File: src/rtl/delta_scan_controller.sv
// delta_scan_controller: raster-scans a signed 2-D window and paces each point by the delta generator latency
//   i_clk, i_rst_n                   : clock, asynchronous active-low reset
//   i_start, i_x_min..i_y_max, i_step : scan request and window, latched on the start edge
//   o_p_x, o_p_y, o_point_idx        : current focus point and its index in the scan
//   o_valid, i_ready                 : point handshake, a transfer advances the raster
//   o_busy, o_done                   : scan in progress, one-cycle end-of-scan pulse
//   DELTA_SCAN_ABORT_EN              : when defined adds i_abort to cancel a running scan
module delta_scan_controller #(
    parameter int GEN_LATENCY = 3
) (
    input  logic              i_clk,
    input  logic              i_rst_n,
    input  logic              i_start,
    input  logic signed [7:0] i_x_min,
    input  logic signed [7:0] i_x_max,
    input  logic signed [7:0] i_y_min,
    input  logic signed [7:0] i_y_max,
    input  logic        [3:0] i_step,
    input  logic              i_ready,
`ifdef DELTA_SCAN_ABORT_EN
    input  logic              i_abort,
`endif
    output logic signed [7:0] o_p_x,
    output logic signed [7:0] o_p_y,
    output logic              o_valid,
    output logic       [15:0] o_point_idx,
    output logic              o_busy,
    output logic              o_done
);
    typedef enum logic [1:0] {IDLE, SETTLE, VALID} state_t;
    state_t state_q, state_d;
    logic signed [7:0] p_x_q, p_x_d, p_y_q, p_y_d;
    logic signed [7:0] x_min_q, x_min_d, x_max_q, x_max_d, y_min_q, y_min_d, y_max_q, y_max_d;
    logic [3:0] step_q, step_d, cnt_q, cnt_d;
    logic [15:0] idx_q, idx_d;
    logic valid_q, valid_d, busy_q, busy_d, done_q, done_d;
    logic signed [8:0] nx, ny;
    logic abort;
`ifdef DELTA_SCAN_ABORT_EN
    assign abort = i_abort & busy_q;
`else
    assign abort = 1'b0;
`endif
    // one extra bit keeps points near +127 from wrapping negative
    assign nx = {p_x_q[7], p_x_q} + {5'd0, step_q};
    assign ny = {p_y_q[7], p_y_q} + {5'd0, step_q};
    always_comb begin
        state_d = state_q;
        p_x_d   = p_x_q;
        p_y_d   = p_y_q;
        x_min_d = x_min_q;
        x_max_d = x_max_q;
        y_min_d = y_min_q;
        y_max_d = y_max_q;
        step_d  = step_q;
        cnt_d   = cnt_q;
        idx_d   = idx_q;
        valid_d = valid_q;
        busy_d  = busy_q;
        done_d  = 1'b0;
        if (abort) begin
            state_d = IDLE;
            valid_d = 1'b0;
            busy_d  = 1'b0;
            done_d  = 1'b1;
            cnt_d   = 4'd0;
        end else begin
            case (state_q)
                IDLE: begin
                    // a start coinciding with the done pulse is dropped
                    if (i_start && !done_q) begin
                        x_min_d = i_x_min;
                        x_max_d = i_x_max;
                        y_min_d = i_y_min;
                        y_max_d = i_y_max;
                        step_d  = (i_step == 4'd0) ? 4'd1 : i_step;
                        p_x_d   = i_x_min;
                        p_y_d   = i_y_min;
                        idx_d   = 16'd0;
                        cnt_d   = 4'd0;
                        busy_d  = 1'b1;
                        state_d = SETTLE;
                    end
                end
                SETTLE: begin
                    if (x_min_q > x_max_q || y_min_q > y_max_q) begin
                        state_d = IDLE;
                        busy_d  = 1'b0;
                        done_d  = 1'b1;
                    end else if (cnt_q == 4'(GEN_LATENCY - 1)) begin
                        cnt_d   = 4'd0;
                        valid_d = 1'b1;
                        state_d = VALID;
                    end else begin
                        cnt_d = cnt_q + 4'd1;
                    end
                end
                VALID: begin
                    if (i_ready) begin
                        valid_d = 1'b0;
                        if (nx <= x_max_q) begin
                            p_x_d   = nx[7:0];
                            idx_d   = idx_q + 16'd1;
                            state_d = SETTLE;
                        end else if (ny <= y_max_q) begin
                            p_x_d   = x_min_q;
                            p_y_d   = ny[7:0];
                            idx_d   = idx_q + 16'd1;
                            state_d = SETTLE;
                        end else begin
                            busy_d  = 1'b0;
                            done_d  = 1'b1;
                            state_d = IDLE;
                        end
                    end
                end
                default: state_d = IDLE;
            endcase
        end
    end
    always_ff @(posedge i_clk or negedge i_rst_n) begin
        if (!i_rst_n) begin
            state_q <= IDLE;
            p_x_q   <= '0;
            p_y_q   <= '0;
            x_min_q <= '0;
            x_max_q <= '0;
            y_min_q <= '0;
            y_max_q <= '0;
            step_q  <= 4'd1;
            cnt_q   <= '0;
            idx_q   <= '0;
            valid_q <= 1'b0;
            busy_q  <= 1'b0;
            done_q  <= 1'b0;
        end else begin
            state_q <= state_d;
            p_x_q   <= p_x_d;
            p_y_q   <= p_y_d;
            x_min_q <= x_min_d;
            x_max_q <= x_max_d;
            y_min_q <= y_min_d;
            y_max_q <= y_max_d;
            step_q  <= step_d;
            cnt_q   <= cnt_d;
            idx_q   <= idx_d;
            valid_q <= valid_d;
            busy_q  <= busy_d;
            done_q  <= done_d;
        end
    end
    assign o_p_x       = p_x_q;
    assign o_p_y       = p_y_q;
    assign o_valid     = valid_q;
    assign o_point_idx = idx_q;
    assign o_busy      = busy_q;
    assign o_done      = done_q;
endmodule

File: config.mk
export PLATFORM = sky130hd
export DESIGN_NAME = delta_scan_controller
export DESIGN_NICKNAME = d
export VERILOG_FILES = /design/src/rtl/delta_scan_controller.sv
export SDC_FILE = /design/constraint.sdc
export NUM_CORES = 1
export LEC_CHECK = 0
export ABC_CLOCK_PERIOD_IN_PS = 4500
export BUFFER_PORTS_ARGS = -buffer_cell sky130_fd_sc_hd__buf_2
export CAP_MARGIN = 20
export CORE_MARGIN = 4
export CORE_UTILIZATION = 46
export CTS_CLUSTER_DIAMETER = 80
export CTS_CLUSTER_SIZE = 25
export DETAILED_ROUTE_END_ITERATION = 8
export HOLD_SLACK_MARGIN = 0.03
export PLACE_DENSITY = 0.7
export SLEW_MARGIN = 20
export SYNTH_ARGS = -nofsm -noshare
export SYNTH_HDL_FRONTEND = slang
export SYNTH_SLANG_ARGS = --single-unit
File: constraint.sdc
create_clock -name i_clk -period 4.5 [get_ports i_clk]
set_clock_uncertainty 0.2 [all_clocks]
set_input_delay 0.9 -clock i_clk [delete_from_list [all_inputs] [get_ports i_clk]]
set_output_delay 0.9 -clock i_clk [all_outputs]
set_load 0.05 [all_outputs]
==> results.md, run 1 <==
Drt:
- For this run, design rule violations remaining after detail routing come to 0.
- The total length of routed wires is 11.6 mm.
- The first routing iteration left 252 violations.
- After detailed routing, the average wire length per cell comes to 16.3 um.
- The vias per cell is 5.61.
- The number of vias after detailed routing is 3991.
- The number of iterations in the first detailed-routing pass is 4.
- The post-detailed-route count of antenna-violating nets is 0.

Placement:
- The placed instance area is about 5400 um2.
- The worst-case setup slack after placement is 401 ps.
- The final HPWL from detailed placement is roughly 8.6 mm.
- In this run the tool buffered the top-level ports with 74 buffer cells.
- The final weighted congestion in routability-driven placement is ~0.8.

Clocking:
- The post-cts hold buffer count is 0.
- TritonCTS built the clock tree.
- The clock slew at the register clock pins of the worst setup and hold paths is 80 ps.
- Buffers added to address setup during post-CTS repair amount to 0.
- The clock insertion delay at the later pin of the skew report is 360 ps.
- The H-tree was split into 3 levels.
- The total clock sinks is 77.
- In this run the deepest clock path goes through 2 buffers.
- The number of resized instances in the post-cts repair step is 0.
- The root buffer selected by CTS is clkbuf_8.
- The number of buffers created by CTS is 9.

Power:
- Internal power comes to about 0.0025 W.
- In this run switching power makes up between 40% and 50% of total power.
- The share of total power dissipated in the clock network is 13.5%.
- Of the total power, registers draw about a quarter.
- The standby leakage power is 2.79 nW.
- The power density over cell area is 818 nW/um2.
- In this run, the combinational gates consume 60.6% of the power.
- The design draws 0.00463 W.
- Across the VDD grid, the largest voltage drop is 0.374 mV.
- The net switching power is 0.00215 W.

Die:
- The core region is 10400 um2.
- The die boundary height is 111 um.
- The chip width is 111 um.
- During I/O placement, the number of pins put on the boundary was 75.
- The initial standard-cell utilization of the core is 47.3%.
- The die outline area is 12400 um2.
- Row generation in the floorplan step produced 37 rows.

Layout:
- From synthesis to final layout, the design area changed by 15.3%.
- Across the whole layout, storage elements account for just under 2000 um2.
- Counting the fill cells in the layout gives 930.
- The finished cells cover 5650 um2.
- The post-layout net count is 662.
- 0 antenna diodes ended up in the layout.
- The share of cells above drive strength 1 is 24.0%.
- The library cells used most frequently in the layout, excluding fill and tap cells, are dfrtp_1, buf_2, ha_1.
- The commonest non-fill, non-tap cell in the layout is dfrtp_1.
- The area taken by multi-input logic gates is 2750 um2.

Logic synthesis:
- The average footprint of a synthesized cell is slightly below 10 um2.
- The cell taking the most area after synthesis is dfrtp_1.
- After synthesis, the largest area contributor takes up 38.8% of total cell area.
- The synthesis-stage register bit count is 77.
- After technology mapping, the gate count stands at 500.
- The yosys synthesis warning count is 0.
- The synthesized netlist occupies a cell area of around 4900 um2.
- The proportion of register bits with asynchronous set or reset after synthesis is 100%.
- The most used flip-flop cell after synthesis is dfrtp_1.
- Counting every net in the synthesized netlist gives 591.
- In this run, synthesis inferred 0 flip-flops with an integrated enable.
- After synthesis, the cell types taking the most area are dfrtp_1, ha_1, mux2_2.
- In this run, distinct cell masters in the synthesized netlist total 50.
- For this run, the register share of the synthesized area comes to 39.3%.

STA:
- The number of hold violations in the final report is 0.
- The post-route setup TNS is 0 ps.
- Measured against its own limit, the worst slew margin works out to between 20% and 30%.
- The final number of setup-violating endpoints is 0.
- The worst setup margin is 349 ps.
- In the finished design, the share of the clock period the worst path needs comes to between 90 and 100%.
- The max-slew violation count is 0.
- The achievable frequency is 241 MHz.
- The post-route minimum period is around 4200 ps.
- The transition at the pin with the smallest max-transition slack is 1060 ps.
- Setup repair after global routing left no endpoint under its margin.

Global routing:
- The number of antenna violations at the first check in global routing is 0.
- The largest net degree at the start of global routing is 78.
- The residual overflow from global routing is 0.
- The overall fraction of global-route tracks in use is 19.0%.
- The first global-routing pass estimated 19.4 mm of wire.
- The number of global-route vias before repair is 4032.

Setup path:
- At the worst endpoint, the required time is 4540 ps.
- The startpoint-to-endpoint class of the critical path is flop to flop.
- For the worst setup path, the data arrival time is 4190 ps.
- The startpoint kind of the worst setup timing path is a flop.
- The type of destination of the critical path is a flop.
- The biggest fanout along the worst timing path is 10.

Worst hold path:
- The worst min-delay path category is flop to flop.

Flow run:
- The count of maximum capacitance violations is 0.

Run status:
- The run finished with clean final reports.
## layer usage
layer | GRT usage [%] | part of all wire (%) | vias to the layer above
li1 | - | - | 1945
met1 | 25.4 | 47 | 1939
met2 | 31.3 | 47 | 94
met3 | 3.38 | 5.1 | 13
met4 | 6.33 | 1.4 | 0
met5 | 0 | 0 | -
## final cells by class
| class | count | area share (%) |
|---|---|---|
| clock buffers | 13 | 2.99 |
| clock inverters | 3 | 1.20 |
| inverters | 40 | 2.66 |
| multi-input cells | 365 | 48.6 |
| flip-flops and latches | 77 | 34.1 |
| well taps | 136 | 3.01 |
| repair buffers | 78 | 7.42 |
## through the flow
step,instances,hold WS [ps],util (%)
2_1_floorplan,500,269,-
3_3_place_gp,696,289,52.2
3_5_place_dp,696,293,52.2
4_1_cts,712,311,54.5
5_1_grt,712,318,54.5
6_report,712,307,54.5
## cells in the mapped netlist, types with 9 or more instances
| cell type | instances |
|---|---|
| a21oi_1 | 26 |
| and3_1 | 9 |
| nand3_1 | 30 |
| mux2i_1 | 15 |
| nor4_1 | 9 |
| nand2_1 | 39 |
| a21o_1 | 11 |
| ha_1 | 49 |
| inv_1 | 40 |
| mux2_2 | 38 |
| dfrtp_1 | 76 |
| o21ai_0 | 19 |
| nor2_1 | 24 |
## final timing paths
path / from / endpoint / slack [ps] / cells past startpoint
max in group asynchronous: i_rst_n / y_max_q[6]$_DFFE_PN0P_ / 3240 / 1
worst max-delay path: step_q[0]$_DFFE_PN1P_ / o_p_x[6]$_DFFE_PN0P_ / 350 / 14
worst min register to register: x_max_q[5]$_DFFE_PN0P_ / x_max_q[5]$_DFFE_PN0P_ / 310 / 1
worst min-delay path: x_max_q[5]$_DFFE_PN0P_ / x_max_q[5]$_DFFE_PN0P_ / 310 / 1
min in group asynchronous: i_rst_n / o_point_idx[5]$_DFFE_PN0P_ / 360 / 1
worst max register to register: step_q[0]$_DFFE_PN1P_ / o_p_x[6]$_DFFE_PN0P_ / 350 / 14
## power groups by stage
stage	Sequential, W	Combinational, W	Clock [W]
after detailed placement	0.00121	0.00277	0
after global placement	0.00120	0.00268	0
after CTS	0.00120	0.00280	0.000633
final	0.00120	0.00280	0.000622
after floorplan	0.00141	0.00189	0
after global routing	0.00124	0.00312	0.000664
## logic make-up after synthesis
group	after synthesis	synth area share, %
buf+inv	58	4.60
flops	77	39.3
mux	53	11.8
xor+xnor	12	2.14
simple gates	151	15.7
fa+ha+maj	51	13.3
compound gates	98	13.1
## critical path: stages (launching register included)
cell and delay [ps]:
dfstp_2 550, ha_1 170, inv_1 60, fa_1 400, nor2b_1 120, o21ai_0 110, a21oi_1 240, xor2_1 220
ha_1 270, and3_1 190, a41oi_1 370, and2_1 520, mux2_2 400, mux2i_1 130, o21ai_0 80
## sequential cells by signal, summed over array words and instances (netlist names)
signal,count
cnt_q,4
o_busy,1
o_done,1
o_p_x,8
o_p_y,8
o_point_idx,16
o_valid,1
state_q,2
step_q,4
x_max_q,8
x_min_q,8
y_max_q,8
y_min_q,8
Note: power is estimated with default switching activity, not from simulation.
==> run 2: changes to the inputs <==
--- a/config.mk
+++ b/config.mk
@@ -5,6 +5,7 @@
 export SDC_FILE = /design/constraint.sdc
 export NUM_CORES = 1
 export LEC_CHECK = 0
+export ABC_AREA = 1
 export ABC_CLOCK_PERIOD_IN_PS = 4500
 export BUFFER_PORTS_ARGS = -buffer_cell sky130_fd_sc_hd__buf_2
 export CAP_MARGIN = 20
@@ -14,7 +15,7 @@
 export CTS_CLUSTER_SIZE = 25
 export DETAILED_ROUTE_END_ITERATION = 8
 export HOLD_SLACK_MARGIN = 0.03
-export PLACE_DENSITY = 0.7
+export PLACE_DENSITY = 0.69
 export SLEW_MARGIN = 20
 export SYNTH_ARGS = -nofsm -noshare
 export SYNTH_HDL_FRONTEND = slang
==> results.md, run 2 <==
Setup path:
- The startpoint kind of the worst setup timing path is a flop.
- The required time of the critical path came to 4530 ps (about the same).
- The cell count along the critical path came to 19 (+5).
- The biggest fanout along the worst timing path is 25 (+15).
- The critical path data arrival time is 3950 ps (-240 ps).
- The depth of the most critical reg-to-reg path was 19 (+5).
- The dominant cell type by count on the critical path is nand2_1.
- The cell family with the largest share of critical-path delay is simple AND/OR/NAND/NOR gates.
- The worst setup path is captured at a flop.
- Walking the worst path, the cells encountered are ha_1 > inv_1 > fa_1 > o21ai_0 > nand3_1 > xor2_1 > inv_1 > ha_1 > nand2_1 > nor2_1 > nand3_1 > nand4_1 > nand2_1 > nand3_2 > nand2_4 > nand2_4 > nand2_4 > nand2_1 > nand2_1.
- The startpoint-to-endpoint class of the critical path is flop to flop.
- The buffer and inverter count on the worst path is 2 (+1).
- The cell with the biggest individual delay on the critical path is dfstp_2.
- The delay contributed by the slowest stage of the critical path is 540 ps (about the same).

Drt:
- The number of vias after detailed routing was 4923 (+23%).
- The number of iterations in the first detailed-routing pass was 5 (+1).
- The vias per cell is 5.29 (-5.7%).
- The length of routed met3 wiring was 678 um (+15%).
- The wire length on met1 is 6.26 mm (+16%).
- The total DRC errors in the routed layout came to 0 (unchanged).
- The number of DRC violations after detailed-routing iteration 0 is 321 (+27%).
- Routed signal wires occupy layers up through met4.
- The wire length on met2 is 5.88 mm (+8.1%).
- The post-detailed-route count of antenna-violating nets was 0 (unchanged).
- The total length of routed wires was 13.0 mm (+12%).
- The detailed-route wire length per cell is 14.0 um (-14%).

Layout:
- The combined flip-flop and latch cell area was 1930 um2 (unchanged).
- The library cell used most frequently in the layout, excluding fill and tap cells, is nand2_1.
- The flip-flop count of the largest register, all copies and words added is 16 (unchanged).
- The number of diodes added for antenna fixing is 0 (unchanged).
- The share of cells above drive strength 1 was 15.4% (-8.6 points).
- Relative to the synthesized area, the layout overhead comes to 15.0%.
- In the layout the commonest cells are nand2_1, inv_1, dfrtp_1.
- The post-layout net count was 874 (+32%).
- The non-filler instance count after layout is 931 (+31%).
- The area taken by multi-input logic gates is 2950 um2 (+7.5%).
- The number of fillers in the final layout is 1103 (+19%).

Power:
- The standby leakage power is 3.36 nW (+21%).
- The internal power is 0.00236 W (-4.8%).
- The clock network fraction of design power is 17.3% (+3.8 points).
- The switching power as a share of total power was 49.2% (+2.7 points).
- The power density over cell area was 755 nW/um2 (-7.7%).
- The net switching power is 0.00228 W (+6.2%).
- The relative contribution of sequential cells to total power came to 25.7% (-0.3 points).
- The part of the power in combinational logic came to 57.0% (-3.6 points).
- The worst voltage drop across the vdd grid came to 0.352 mV (-5.9%).

STA:
- The transition at the pin with the smallest max-transition slack was 732 ps (-328 ps).
- The worst-case headroom to the max-slew limit was 51.2% (+23 points).
- Setup repair after global routing left no endpoint under its margin.
- The post-route minimum period was 3920 ps (-232 ps).
- The final number of setup-violating endpoints is 0 (unchanged).
- The post-route fraction of the period consumed by the critical path is 87.1% (-5.2 points).
- The max-slew violation count is 0 (unchanged).
- The achievable frequency is 255 MHz (+5.9%).
- The worst hold slack is 291 ps (-16.3 ps).
- The number of hold violations in the final report is 0 (unchanged).
- The post-route setup TNS is 0 ps (unchanged).

Logic synthesis:
- Yosys instantiated no cell more often than nand2_1.
- The largest family of logic cells by synthesized area is simple AND/OR/NAND/NOR gates.
- The simple logic cell fraction of the synthesized area came to 31.8% (+16 points).
- dfrtp_1 takes more of the synthesized area than any other cell.
- Counting instances in the post-synthesis netlist gives the leading cell types as nand2_1, inv_1, dfrtp_1, nand3_1, nor2_1.
- The synthesis-stage register bit count is 77 (unchanged).
- The synthesized-area fraction occupied by ao, oa, aoi and oai cells is 6.06% (-7.1 points).
- The portion of synthesized cell area occupied by the leading cell type is 35.6% (-3.2 points).
- The cell area after technology mapping is 5340 um2 (+9.0%).
- The number of nets in the synthesized netlist was 808 (+37%).
- The sequential element share of the synthesized area is 36.1% (-3.3 points).
- The average footprint of a synthesized cell is 7.45 um2 (-24%).
- The yosys synthesis warning count is 0 (unchanged).
- The proportion of register bits with asynchronous set or reset after synthesis came to 100% (unchanged).
- The count of cell types in the netlist is 37 (-26%).
- The adder and majority gate portion of the synthesized area is 12.2% (-1.1 points).
- The multiplexer share of the synthesized area is 2.74% (-9.1 points).
- The number of enable flip-flop cells after synthesis came to 0 (unchanged).
- The synthesized instance count is 717 (+43%).
- In the post-synthesis netlist, the biggest area contributors are dfrtp_1, nand2_1, ha_1.
- For this run, the leading register cell type out of synthesis is dfrtp_1.
- The share of the synthesized netlist area taken by xor and xnor gates is 2.29% (+0.15 points).

Die:
- The initial standard-cell utilization of the core was 46.8% (-0.46 points).
- The core outline area is 11400 um2 (+10%).
- The die boundary height was 116 um (+4.1%).
- The chip width is 116 um (+4.1%).
- The number of top-level pins is 75 (unchanged).
- The die outline area is 13400 um2 (+8.4%).
- The number of cell rows is 39 (+5.4%).

Clocking:
- The clock slew at the register clock pins of the worst setup and hold paths is 60 ps (-20 ps).
- The CTS tree is done.
- The count of H-tree levels built during CTS is 3 (unchanged).
- The number of buffers created by CTS is 9 (unchanged).
- The number of buffers inserted to repair setup after CTS was 0 (unchanged).
- The clock insertion delay at the later pin of the skew report is 340 ps (-20 ps).
- The total clock sinks is 77 (unchanged).
- In this run the clock root is driven by a clkbuf_16.
- The post-cts hold buffer count was 0 (unchanged).
- The number of buffers on the longest clock path was 2 (unchanged).
- The number of resized instances in the post-cts repair step is 0 (unchanged).

Global routing:
- The largest net degree at the start of global routing is 78 (unchanged).
- The residual overflow from global routing is 0 (unchanged).
- The number of global-route vias before repair is 4710 (+17%).
- The overall fraction of global-route tracks in use is 20.7% (+1.6 points).
- The number of antenna violations at the first check in global routing is 0 (unchanged).
- The global-route wire length before repair is 22.2 mm (+14%).

Placement:
- The final weighted congestion in routability-driven placement is 0.880 (+9.8%).
- The total placed cells including tap cells is 915 (+31%).
- The count of input and output buffers is 74 (unchanged).
- The final HPWL from detailed placement came to 9.69 mm (+13%).

Worst hold path:
- The number of cells on the worst hold path is 2 (+1).
- The worst hold path belongs to the class flop to flop.

Run status:
- The run finished with clean final reports.

Flow run:
- The count of maximum capacitance violations is 0 (unchanged).
-- run 2: layout make-up --
class | count | share of cell area [%]
Clock inverter | 3 | 1.10
Tap cell | 143 | 2.91
Multi-Input combinational cell | 525 | 48.1
Timing Repair Buffer | 79 | 6.74
Sequential cell | 77 | 31.4
Inverter | 91 | 5.56
Clock buffer | 13 | 4.24
-- run 2: per-layer routing --
layer	track usage, %	up-vias
met5	0	-
met4	7.50	0
met3	3.92	14
met2	31.8	126
met1	29.1	2312
li1	-	2471
-- run 2: path summary, 6_finish.rpt --
path | from | endpoint | slack [ps]
max | step_q[0]$_DFFE_PN1P_ | o_p_x[2]$_DFFE_PN0P_ | 580
min | o_valid$_DFFE_PN0P_ | o_valid$_DFFE_PN0P_ | 290
max reg2reg | step_q[0]$_DFFE_PN1P_ | o_p_x[2]$_DFFE_PN0P_ | 580
min reg2reg | o_valid$_DFFE_PN0P_ | o_valid$_DFFE_PN0P_ | 290
max in group asynchronous | i_rst_n | x_min_q[7]$_DFFE_PN0P_ | 3190
min in group asynchronous | i_rst_n | o_p_y[4]$_DFFE_PN0P_ | 370
-- run 2: logic make-up after synthesis --
| family | Yosys count |
|---|---|
| mux | 13 |
| compound gates | 62 |
| fa+ha+maj | 51 |
| simple gates | 385 |
| xor+xnor | 14 |
| buf+inv | 115 |
| flops | 77 |
-- run 2: power groups by stage --
stage | clock network [W] | registers, W | logic (W)
final | 0.000801 | 0.00119 | 0.00265
after global routing | 0.000850 | 0.00123 | 0.00302
after CTS | 0.000818 | 0.00119 | 0.00266
after detailed placement | 0 | 0.00120 | 0.00263
after global placement | 0 | 0.00119 | 0.00255
after floorplan | 0 | 0.00141 | 0.00182
-- run 2: worst register-to-register path: stages, from the launching register on --
cell and delay (ps):
dfstp_2 540, ha_1 170, inv_1 60, fa_1 390, o21ai_0 370, nand3_1 140
xor2_1 210, inv_1 70, ha_1 290, nand2_1 70, nor2_1 130, nand3_1 110
nand4_1 110, nand2_1 80, nand3_2 80, nand2_4 100, nand2_4 250, nand2_4 250
nand2_1 140, nand2_1 50
-- run 2: per-stage QoR --
stage | area [um2] | util [%] | total power [W] | worst slack [ps]
final | 6140 | 53.8 | 0.00464 | 581
after global routing | 6140 | 53.8 | 0.00510 | 211
after CTS | 6140 | 53.8 | 0.00467 | 578
after detailed placement | 5810 | 50.9 | 0.00383 | 586
after global placement | 5810 | 50.9 | 0.00374 | 673
after floorplan | 5340 | - | 0.00323 | 942
